--- src/rtl/dt_tree_walker_if.sv ---
// dt_tree_walker_if
//   Bundles the two downstream links of the tree walker:
//   - node memory read port: node_rd_en / node_rd_addr out, node_rd_data
//     back one cycle after node_rd_en (synchronous memory).
//   - comparator port: cmp_en / cmp_feature / cmp_threshold out,
//     cmp_go_left / cmp_done back.
//   Modports: master = walker side, slave = memory/comparator side.
//
// Comparator handshake: cmp_en acts as "valid" and cmp_done as "ready".
// The walker raises cmp_en with both operands and keeps cmp_en and the
// operands unchanged until the cycle in which cmp_done=1; that single
// cycle is the transfer, and cmp_go_left is consumed in it. cmp_en then
// drops for at least one cycle before the next request.
interface dt_tree_walker_if #(
  parameter int FEAT_IDX_W = 3,
  parameter int NODE_AW    = 8,
  parameter int CLASS_W    = 4
);
  localparam int NW = 1 + FEAT_IDX_W + 64 + 2*NODE_AW + CLASS_W;

  logic               node_rd_en;
  logic [NODE_AW-1:0] node_rd_addr;
  logic [NW-1:0]      node_rd_data;
  logic               cmp_en;
  logic [63:0]        cmp_feature;
  logic [63:0]        cmp_threshold;
  logic               cmp_go_left;
  logic               cmp_done;

  modport master (
    output node_rd_en, node_rd_addr, cmp_en, cmp_feature, cmp_threshold,
    input  node_rd_data, cmp_go_left, cmp_done
  );

  modport slave (
    input  node_rd_en, node_rd_addr, cmp_en, cmp_feature, cmp_threshold,
    output node_rd_data, cmp_go_left, cmp_done
  );
endinterface

--- src/rtl/dt_tree_walker.sv ---
// dt_tree_walker
//   Decision-tree traversal engine. Holds NUM_FEATURES Q32.32 feature
//   registers, walks a tree held in a synchronous node memory starting
//   at ROOT_ADDR, uses an external comparator to choose left/right at
//   each internal node and reports the leaf class.
//
// Ports:
//   clk, rst_n          clock, asynchronous active-low reset
//   start               begin traversal (sampled in IDLE only)
//   feat_wr_*           feature register write (ignored while busy)
//   bus (master)        node memory read port + comparator port
//   busy, done          busy FETCH..DONE, one-cycle done pulse
//   class_out, error    result of the last traversal, held until start
//   depth_out           comparisons made in the last traversal
//   path_out            (DT_PATH_TRACE_EN only) go_left bit per depth
//   state_dbg           current FSM state encoding
//
// Optional feature macro: DT_PATH_TRACE_EN (adds path_out).
//
// Node word, MSB..LSB: is_leaf, feat_idx, threshold[63:0], left_addr,
// right_addr, class.
module dt_tree_walker #(
  parameter int NUM_FEATURES = 8,
  parameter int FEAT_IDX_W   = 3,
  parameter int NODE_AW      = 8,
  parameter int CLASS_W      = 4,
  parameter int MAX_DEPTH    = 16,
  parameter int ROOT_ADDR    = 0
) (
  input  logic                  clk,
  input  logic                  rst_n,
  input  logic                  start,
  input  logic                  feat_wr_en,
  input  logic [FEAT_IDX_W-1:0] feat_wr_idx,
  input  logic [63:0]           feat_wr_data,
  dt_tree_walker_if.master      bus,
  output logic                  busy,
  output logic                  done,
  output logic [CLASS_W-1:0]    class_out,
  output logic [4:0]            depth_out,
  output logic                  error,
`ifdef DT_PATH_TRACE_EN
  output logic [MAX_DEPTH-1:0]  path_out,
`endif
  output logic [2:0]            state_dbg
);

  localparam int NW = 1 + FEAT_IDX_W + 64 + 2*NODE_AW + CLASS_W;

  typedef enum logic [2:0] {
    IDLE    = 3'd0,
    FETCH   = 3'd1,
    LOAD    = 3'd2,
    DECIDE  = 3'd3,
    COMPARE = 3'd4,
    DONE    = 3'd5
  } state_t;

  state_t             state;
  logic [NODE_AW-1:0] cur_addr;
  logic [NW-1:0]      node_q;
  logic [4:0]         depth;
  logic [63:0]        feature [NUM_FEATURES];

  // Field views of the registered node word.
  logic                  n_leaf;
  logic [FEAT_IDX_W-1:0] n_idx;
  logic [63:0]           n_thr;
  logic [NODE_AW-1:0]    n_left;
  logic [NODE_AW-1:0]    n_right;
  logic [CLASS_W-1:0]    n_class;
  logic                  n_bad_idx;

  assign n_class = node_q[CLASS_W-1:0];
  assign n_right = node_q[CLASS_W +: NODE_AW];
  assign n_left  = node_q[CLASS_W+NODE_AW +: NODE_AW];
  assign n_thr   = node_q[CLASS_W+2*NODE_AW +: 64];
  assign n_idx   = node_q[CLASS_W+2*NODE_AW+64 +: FEAT_IDX_W];
  assign n_leaf  = node_q[NW-1];

  // Widened by one bit so the range test stays meaningful whatever the
  // relation between NUM_FEATURES and 2^FEAT_IDX_W.
  assign n_bad_idx = {1'b0, n_idx} >= (FEAT_IDX_W+1)'(NUM_FEATURES);

  assign bus.node_rd_addr = cur_addr;
  assign state_dbg        = state;

  // Feature registers: writable only while idle; out-of-range indices
  // are dropped. A write coinciding with start lands before the first
  // COMPARE, so the traversal sees it.
  always_ff @(posedge clk or negedge rst_n) begin
    if (!rst_n) begin
      for (int i = 0; i < NUM_FEATURES; i++) feature[i] <= '0;
    end else if (feat_wr_en && !busy &&
                 ({1'b0, feat_wr_idx} < (FEAT_IDX_W+1)'(NUM_FEATURES))) begin
      feature[feat_wr_idx] <= feat_wr_data;
    end
  end

  always_ff @(posedge clk or negedge rst_n) begin
    if (!rst_n) begin
      state             <= IDLE;
      cur_addr          <= '0;
      node_q            <= '0;
      depth             <= '0;
      busy              <= 1'b0;
      done              <= 1'b0;
      class_out         <= '0;
      depth_out         <= '0;
      error             <= 1'b0;
      bus.node_rd_en    <= 1'b0;
      bus.cmp_en        <= 1'b0;
      bus.cmp_feature   <= '0;
      bus.cmp_threshold <= '0;
`ifdef DT_PATH_TRACE_EN
      path_out          <= '0;
`endif
    end else begin
      done           <= 1'b0;
      bus.node_rd_en <= 1'b0;
      case (state)
        IDLE: begin
          if (start) begin
            depth          <= '0;
            error          <= 1'b0;
            class_out      <= '0;
            cur_addr       <= NODE_AW'(ROOT_ADDR);
            busy           <= 1'b1;
            bus.node_rd_en <= 1'b1;
`ifdef DT_PATH_TRACE_EN
            path_out       <= '0;
`endif
            state          <= FETCH;
          end
        end
        FETCH: state <= LOAD;
        LOAD: begin
          node_q <= bus.node_rd_data;
          state  <= DECIDE;
        end
        DECIDE: begin
          if (n_leaf) begin
            class_out <= n_class;
            depth_out <= depth;
            done      <= 1'b1;
            state     <= DONE;
          end else if (n_bad_idx || (depth == 5'(MAX_DEPTH))) begin
            error     <= 1'b1;
            class_out <= '0;
            depth_out <= depth;
            done      <= 1'b1;
            state     <= DONE;
          end else begin
            // Operands are captured once here and held for the whole stay.
            bus.cmp_en        <= 1'b1;
            bus.cmp_feature   <= feature[n_idx];
            bus.cmp_threshold <= n_thr;
            state             <= COMPARE;
          end
        end
        COMPARE: begin
          if (bus.cmp_done) begin
            cur_addr          <= bus.cmp_go_left ? n_left : n_right;
            depth             <= depth + 5'd1;
            bus.cmp_en        <= 1'b0;
            bus.cmp_feature   <= '0;
            bus.cmp_threshold <= '0;
            bus.node_rd_en    <= 1'b1;
`ifdef DT_PATH_TRACE_EN
            for (int d = 0; d < MAX_DEPTH; d++)
              if (depth == 5'(d)) path_out[d] <= bus.cmp_go_left;
`endif
            state             <= FETCH;
          end
        end
        DONE: begin
          busy  <= 1'b0;
          state <= IDLE;
        end
        default: state <= IDLE;
      endcase
    end
  end

endmodule

--- src/flat_wrapper.sv ---
// flat-port wrapper written by rule: the top's interface ports become plain ports
module dt_tree_walker_flat 
#(
  parameter int NUM_FEATURES = 8,
  parameter int FEAT_IDX_W   = 3,
  parameter int NODE_AW      = 8,
  parameter int CLASS_W      = 4,
  parameter int MAX_DEPTH    = 16,
  parameter int ROOT_ADDR    = 0
)
  (clk, rst_n, start, feat_wr_en, feat_wr_idx, feat_wr_data, busy, done, class_out, depth_out, error, state_dbg, bus_node_rd_en, bus_node_rd_addr, bus_cmp_en, bus_cmp_feature, bus_cmp_threshold, bus_node_rd_data, bus_cmp_go_left, bus_cmp_done);
  dt_tree_walker_if #(.FEAT_IDX_W(FEAT_IDX_W), .NODE_AW(NODE_AW), .CLASS_W(CLASS_W)) bus_i ();
  input  logic clk;
  input  logic rst_n;
  input  logic start;
  input  logic feat_wr_en;
  input  logic [FEAT_IDX_W-1:0] feat_wr_idx;
  input  logic [63:0] feat_wr_data;
  output logic busy;
  output logic done;
  output logic [CLASS_W-1:0] class_out;
  output logic [4:0] depth_out;
  output logic error;
  output logic [2:0] state_dbg;
  output wire logic [$bits(bus_i.node_rd_en)-1:0] bus_node_rd_en;
  output wire logic [$bits(bus_i.node_rd_addr)-1:0] bus_node_rd_addr;
  output wire logic [$bits(bus_i.cmp_en)-1:0] bus_cmp_en;
  output wire logic [$bits(bus_i.cmp_feature)-1:0] bus_cmp_feature;
  output wire logic [$bits(bus_i.cmp_threshold)-1:0] bus_cmp_threshold;
  input wire logic [$bits(bus_i.node_rd_data)-1:0] bus_node_rd_data;
  input wire logic [$bits(bus_i.cmp_go_left)-1:0] bus_cmp_go_left;
  input wire logic [$bits(bus_i.cmp_done)-1:0] bus_cmp_done;
  assign bus_node_rd_en = bus_i.node_rd_en;
  assign bus_node_rd_addr = bus_i.node_rd_addr;
  assign bus_cmp_en = bus_i.cmp_en;
  assign bus_cmp_feature = bus_i.cmp_feature;
  assign bus_cmp_threshold = bus_i.cmp_threshold;
  assign bus_i.node_rd_data = bus_node_rd_data;
  assign bus_i.cmp_go_left = bus_cmp_go_left;
  assign bus_i.cmp_done = bus_cmp_done;
  dt_tree_walker #(.NUM_FEATURES(NUM_FEATURES), .FEAT_IDX_W(FEAT_IDX_W), .NODE_AW(NODE_AW), .CLASS_W(CLASS_W), .MAX_DEPTH(MAX_DEPTH), .ROOT_ADDR(ROOT_ADDR)) u_core (.clk(clk), .rst_n(rst_n), .start(start), .feat_wr_en(feat_wr_en), .feat_wr_idx(feat_wr_idx), .feat_wr_data(feat_wr_data), .bus(bus_i), .busy(busy), .done(done), .class_out(class_out), .depth_out(depth_out), .error(error), .state_dbg(state_dbg));
endmodule
--- config.mk ---
export PLATFORM = sky130hd
export DESIGN_NAME = dt_tree_walker_flat
export DESIGN_NICKNAME = d
export VERILOG_FILES = /design/src/rtl/dt_tree_walker_if.sv /design/src/rtl/dt_tree_walker.sv /design/src/flat_wrapper.sv
export SDC_FILE = /design/constraint.sdc
export NUM_CORES = 1
export LEC_CHECK = 0
export ABC_AREA = 1
export CORE_MARGIN = 3
export CORE_UTILIZATION = 29
export CTS_CLUSTER_DIAMETER = 40
export DETAILED_ROUTE_END_ITERATION = 8
export DONT_BUFFER_PORTS = 1
export PLACE_DENSITY = 0.39
export REMOVE_ABC_BUFFERS = 1
export SLEW_MARGIN = 20
export SYNTH_ARGS = -nofsm -noshare
export SYNTH_HDL_FRONTEND = slang
export SYNTH_SLANG_ARGS = --single-unit
export TNS_END_PERCENT = 30
--- constraint.sdc ---
create_clock -name clk -period 3.6 [get_ports clk]
set_clock_uncertainty 0.1 [all_clocks]
set_input_delay 1.08 -clock clk [delete_from_list [all_inputs] [get_ports clk]]
set_output_delay 1.08 -clock clk [all_outputs]
set_load 0.1 [all_outputs]
==> impl_metrics.csv, run 1 <==
group,metric,value,unit
run_status,outcome,"finished clean",
final_layout,final_cell_area,40470,um^2
detailed_routing,first_pass_iters,5,
die,die_area,119400,um^2
final_layout,layout-drive-gt1-share,9.914,%
setup_path,arrival,3.44,ns
final_layout,fin_nets,4206,
detailed_routing,route.detailed.drc,0,
place,numPortBuffers,0,
place,placed_area,34970,um^2
synth,synthCells,4084,
die,core_area,113400,um^2
detailed_routing,vias,25680,
place,routabilityCongestion,0.7003,
timing,hold_violations,0,
detailed_routing,wl_met1,45.33,mm
power,peakVddDrop,0.0006003,V
place,dpl.hpwl,54.63,mm
synth,ys_ff_latch,758,
timing,rsz0062_at_grt,"false",
timing,fmax,324.3,MHz
global_routing,grt_antenna_before_repair,9,
setup_path,criticalPathCategory,"primary input to async pin",
detailed_routing,drt-initial-drc-count,1606,
timing,worst_pin_slew,1.357,ns
clocking,cts_tree,"yes",
synth,ys_warn_count,0,
synth,seq_area_frac_synth,56.73,%
setup_path,cp.required,3.96,ns
detailed_routing,post_drt_wl_per_cell,17.95,um
global_routing,grt_pass1_vias,26530,
die,die_w,345.5,um
global_routing,grt_overflow_total,0,
clocking,clk_pin_slew_worst_paths,0.04,ns
detailed_routing,routed_wl,101.8,mm
clocking,root_buffer,"clkbuf_16",
final_layout,fin_util,35.68,%
setup_path,critPathLaunchType,"primary input",
die,fp.dieH,345.5,um
detailed_routing,wl_met3,8.167,mm
clocking,cts.sink_count,758,
power,p_per_area,1046,nW/um^2
die,start_util,29.48,%
hold_path,hold_class,"primary input to async pin",
clocking,cts_buffer_depth,3,
die,io_pins,314,
setup_path,critPathCaptureType,"async pin",
clocking,cts_htree_levels,4,
final_layout,area_growth,21.04,%
synth,syn_area,33430,um^2
run,maxCapViolCount,0,
timing,final-max-slew-violation-count,0,
timing,maxSlewHeadroom,9.566,%
global_routing,track_usage,17.19,%
setup_path,worst-path-max-fanout,240,
synth,synth_cell_types,25,
timing,min_period,3.084,ns
clocking,cts_buffers,160,
timing,setup_viol,0,
detailed_routing,highest_layer,"met5",
synth,syn_avg_cell_area,8.187,um^2
detailed_routing,drt-vias-per-instance,4.528,
power,power_leakage,20.13,nW
die,rows,123,
global_routing,grt_pass1_wl,161.4,mm
global_routing,grt_max_degree,759,
detailed_routing,dr_wl_met2,45.77,mm
clocking,post_cts_buffers,0,
detailed_routing,ant_nets,0,
clocking,insertion_delay,0.73,ns
timing,finalCritPeriodShare,85.66,%
-- per-stage QoR --
stage	hold WS (ns)	setup TNS [ns]	total power [mW]	setup WS (ns)	cells
6_report	0.1364	0	42.33	0.5162	5671
5_1_grt	0.1444	0	45.54	0.1894	5666
4_1_cts	-0.09151	0	42.93	0.6086	5661
3_5_place_dp	0.3590	0	27.98	0.5757	5376
3_3_place_gp	0.3527	0	27.85	0.6084	5376
2_1_floorplan	0.3439	-1026.39	24.77	-7.264	3831
-- sequential cells by signal (all words and copies together), names as in the netlist --
register / cells
u_core.feature: 512
u_core.node_q: 88
u_core.bus.cmp_feature: 64
u_core.bus.cmp_threshold: 64
u_core.bus.node_rd_addr: 8
u_core.depth: 5
u_core.depth_out: 5
u_core.class_out: 4
u_core.state_dbg: 3
u_core.bus.cmp_en: 1
u_core.bus.node_rd_en: 1
u_core.busy: 1
u_core.done: 1
u_core.error: 1
-- worst max-delay path, stage by stage --
cell and delay [ns]:
buf_16 0.48, buf_16 0.63, buf_16 0.80
-- cells in the final DEF, fill, tap and decap left out, types with 3 or more instances in the layout --
cell type / synthesis / routed
clkinv_4: 0 / 7
diode_2: 0 / 5
bufinv_16: 0 / 16
clkinv_2: 0 / 33
nand3_1: 397 / 394
buf_12: 0 / 24
nand3_4: 0 / 3
clkbuf_16: 0 / 161
inv_6: 0 / 7
nor2_1: 19 / 18
clkinvlp_4: 0 / 13
nand2_1: 1556 / 1552
nand2_4: 0 / 4
clkinv_8: 0 / 6
mux2_2: 82 / 82
clkbuf_8: 0 / 17
buf_4: 4 / 21
clkbuf_1: 159 / 24
dfrtp_4: 0 / 3
dfrtp_1: 758 / 755
o21ai_0: 523 / 523
buf_16: 0 / 5
a21oi_1: 11 / 11
inv_1: 468 / 466
xor2_1: 3 / 3
-- routing by layer --
layer | track usage, % | vias to the layer above
li1 | - | 12720
met1 | 21.90 | 12200
met2 | 27.24 | 569
met3 | 6.176 | 183
met4 | 5.337 | 8
met5 | 0 | -
-- cell type report --
class                      instances  area, um^2
timing repair buffer              50       775.7
clock buffer                     202        4353
antenna                            5       12.51
inverter                         471        1779
multi-input combinational       2602       11690
tap                             1500        1877
fill                           11840       72950
sequential                       758       18980
clock inverter                    83       998.5
-- power breakdown --
| group | internal [mW] | switching (mW) | total [mW] |
|---|---|---|---|
| Clock | 9.67 | 4.86 | 14.5 |
| Combinational | 3.86 | 6.93 | 10.8 |
| Sequential | 12.0 | 5.04 | 17.0 |
| Total | 25.5 | 16.8 | 42.3 |
-- final timing paths --
kind | slack (ns) | start | end | depth (start not counted)
worst max-delay path | 0.52 | rst_n | u_core.node_q[86] | 3
worst min register to register | 0.36 | u_core.node_q[58] | u_core.bus.cmp_threshold[38] | 2
max in group clk | 0.68 | u_core.bus.cmp_feature[36] | bus_cmp_feature[36] | 0
worst min-delay path | 0.14 | rst_n | u_core.feature[173] | 1
min in group clk | 0.36 | u_core.node_q[58] | u_core.bus.cmp_threshold[38] | 2
worst max register to register | 1.15 | u_core.state_dbg[2] | u_core.bus.node_rd_addr[7] | 8
-- Yosys cell counts, drive strengths merged --
| library cell | n | area, um^2 |
|---|---|---|
| nand2 | 1556 | 5841 |
| clkbuf | 159 | 596.8 |
| nand4 | 1 | 6.260 |
| mux2i | 1 | 10.01 |
| ha | 2 | 25.02 |
| a21boi | 1 | 7.510 |
| nand3 | 397 | 1987 |
| dfrtp | 758 | 18970 |
| xor2 | 3 | 26.28 |
| a21oi | 11 | 55.05 |
| a31oi | 1 | 6.260 |
| mux2 | 82 | 923.4 |
| buf | 94 | 493.0 |
| inv | 470 | 1764 |
| nor2 | 21 | 83.83 |
| nor3 | 2 | 15.01 |
| o21ai | 524 | 2623 |
| clkinv | 1 | 3.750 |
-- logic make-up (layout without fill, tap and decap cells) --
family | after synthesis | after routing | share of synthesized area [%]
compound gates | 537 | 537 | 8.050
xor+xnor | 3 | 3 | 0.07860
fa+ha+maj | 2 | 2 | 0.07483
buf+inv | 724 | 806 | 8.547
flops | 758 | 758 | 56.73
mux | 83 | 83 | 2.792
other cells | 0 | 5 | 0
simple gates | 1977 | 1977 | 23.73
-- timing repair --
action	in CTS	in global routing
endpoints found under the setup margin	0	0
endpoints found under the hold margin	498	82
resized for setup	0	0
(Power assumes the default switching activity.)
==> run 2: changes to the inputs <==
--- a/config.mk
+++ b/config.mk
@@ -11,6 +11,7 @@
 export CTS_CLUSTER_DIAMETER = 40
 export DETAILED_ROUTE_END_ITERATION = 8
 export DONT_BUFFER_PORTS = 1
+export MAX_ROUTING_LAYER = met4
 export PLACE_DENSITY = 0.39
 export REMOVE_ABC_BUFFERS = 1
 export SLEW_MARGIN = 20
==> run 2 against run 1 <==
Sequential power is essentially flat. Register-to-register slack worse by 0.04 ns. Via count about the same. Fmax grew 5.8%. Critical endpoint is now bus_cmp_feature[36]. Largest cell class unchanged.
==> impl_metrics.csv, run 2 (synthesis results as in run 1) <==
group,metric,value,unit
run_status,outcome,"finished clean",
detailed_routing,first_pass_iters,5,
final_layout,regMostFlops,"u_core.feature",
setup_path,critPathLaunchType,"flip-flop",
setup_path,criticalPathCategory,"flip-flop to output pin",
timing,finalCritPeriodShare,80.95,%
clocking,cts_buffer_depth,3,
detailed_routing,route.detailed.drc,0,
final_layout,layout-drive-gt1-share,9.914,%
timing,final-max-slew-violation-count,0,
clocking,root_buffer,"clkbuf_16",
timing,setup_viol,0,
setup_path,crit_path_end,"bus_cmp_feature[36]",
final_layout,top_regs,"u_core.feature: 512 flops, u_core.node_q: 88 flops",
setup_path,cp_num_cells,0,
final_layout,mostFrequentLayoutCells,"1552 x nand2_1, 755 x dfrtp_1, 523 x o21ai_0",
die,rows,123,
die,die_w,345.5,um
place,dpl.hpwl,54.63,mm
die,fp.dieH,345.5,um
setup_path,cp.required,2.42,ns
detailed_routing,ant_nets,0,
run,maxCapViolCount,0,
clocking,cts_buffers,160,
setup_path,rrSetupSlack,1.11,ns
clocking,insertion_delay,0.73,ns
timing,hold_violations,0,
final_layout,largest_reg_flops,512,
detailed_routing,routed_wl,101.9,mm
setup_path,rr_endpoint,"u_core.bus.cmp_feature[59]",
global_routing,grt_pass1_wl,161.4,mm
global_routing,grt_pass1_vias,26550,
place,preCtsSetupSlack,0.5757,ns
detailed_routing,drt-vias-per-instance,4.521,
clocking,cts.sink_count,758,
setup_path,arrival,1.73,ns
final_layout,area_growth,21.08,%
final_layout,fin_util,35.69,%
timing,fmax,343.1,MHz
power,peakVddDrop,0.0005994,V
clocking,clk_pin_slew_worst_paths,0.05,ns
global_routing,grt_overflow_total,0,
die,core_area,113400,um^2
detailed_routing,vias,25660,
setup_path,r2r_cells,5,
die,die_area,119400,um^2
detailed_routing,post_drt_wl_per_cell,17.95,um
timing,rsz0062_at_grt,"false",
place,numPortBuffers,0,
setup_path,worst-path-max-fanout,2,
detailed_routing,drt-initial-drc-count,1636,
final_layout,layout_commonest_cell,"nand2_1",
timing,setup_ws,0.6857,ns
setup_path,reg2reg_from,"u_core.node_q[86]",
global_routing,track_usage,17.70,%
hold_path,hold_class,"primary input to async pin",
global_routing,grt_antenna_before_repair,9,
clocking,cts_htree_levels,4,
power,power_leakage,20.13,nW
global_routing,grt_max_degree,759,
final_layout,fin_nets,4206,
clocking,cts_tree,"yes",
place,routabilityCongestion,0.7080,
timing,maxSlewHeadroom,15.55,%
die,start_util,29.48,%
setup_path,cp-startpoint,"u_core.bus.cmp_feature[36]",
timing,min_period,2.914,ns
setup_path,critPathCaptureType,"output pin",
timing,worst_pin_slew,1.267,ns
power,p_per_area,1046,nW/um^2
die,io_pins,314,
run 2: power breakdown:
part / internal (mW) / total [mW] / leakage [nW] / switching [mW]
clock: 9.67 / 14.5 / 2.61 / 4.86
combinational: 3.86 / 10.8 / 7.98 / 6.94
sequential: 12.0 / 17.0 / 9.53 / 5.04
run 2: final cells by class:
class | count | area (um^2)
fillers | 11840 | 72940
flip-flops and latches | 758 | 18980
multi-input cells | 2602 | 11690
clock buffers | 202 | 4353
well taps | 1500 | 1877
inverters | 471 | 1779
clock inverters | 83 | 998.5
repair buffers | 50 | 775.7
diodes | 10 | 25.02
run 2: metrics by stage:
step | TNS, ns | power, mW | hold slack (ns) | instances | instance area [um^2]
after global placement | 0 | 27.85 | 0.3527 | 5376 | 34970
after CTS | 0 | 42.93 | -0.09151 | 5661 | 40320
final | 0 | 42.33 | 0.1910 | 5676 | 40480
after detailed placement | 0 | 27.98 | 0.3590 | 5376 | 34970
after floorplan | -1026.39 | 24.77 | 0.3439 | 3831 | 32340
after global routing | 0 | 45.54 | 0.1900 | 5675 | 40480
run 2: timing repair:
action	4_1_cts	5_1_grt
setup buffers	0	0
resized for setup	0	0
endpoints found under the hold margin	498	96
setup endpoints to repair	0	0
run 2: worst min-delay path by stage:
stage                                              to  cells past startpoint  slack, ns         startpoint
after floorplan                   u_core.class_out[0]                      2       0.34   u_core.node_q[0]
after global placement    u_core.bus.cmp_threshold[7]                      2       0.35  u_core.node_q[27]
after detailed placement  u_core.bus.cmp_threshold[7]                      2       0.36  u_core.node_q[27]
after CTS                         u_core.feature[301]                      0      -0.09              rst_n
after global routing              u_core.feature[482]                      1       0.19              rst_n
final                             u_core.feature[390]                      1       0.19              rst_n
run 2: layer usage:
metal / up-vias / global-route usage (%) / share of wire, %
met4: 0 / 5.337 / 2.5
met3: 182 / 5.934 / 7.3
met1: 12190 / 22.02 / 45
li1: 12720 / - / -
met5: - / - / 0
met2: 577 / 27.25 / 45
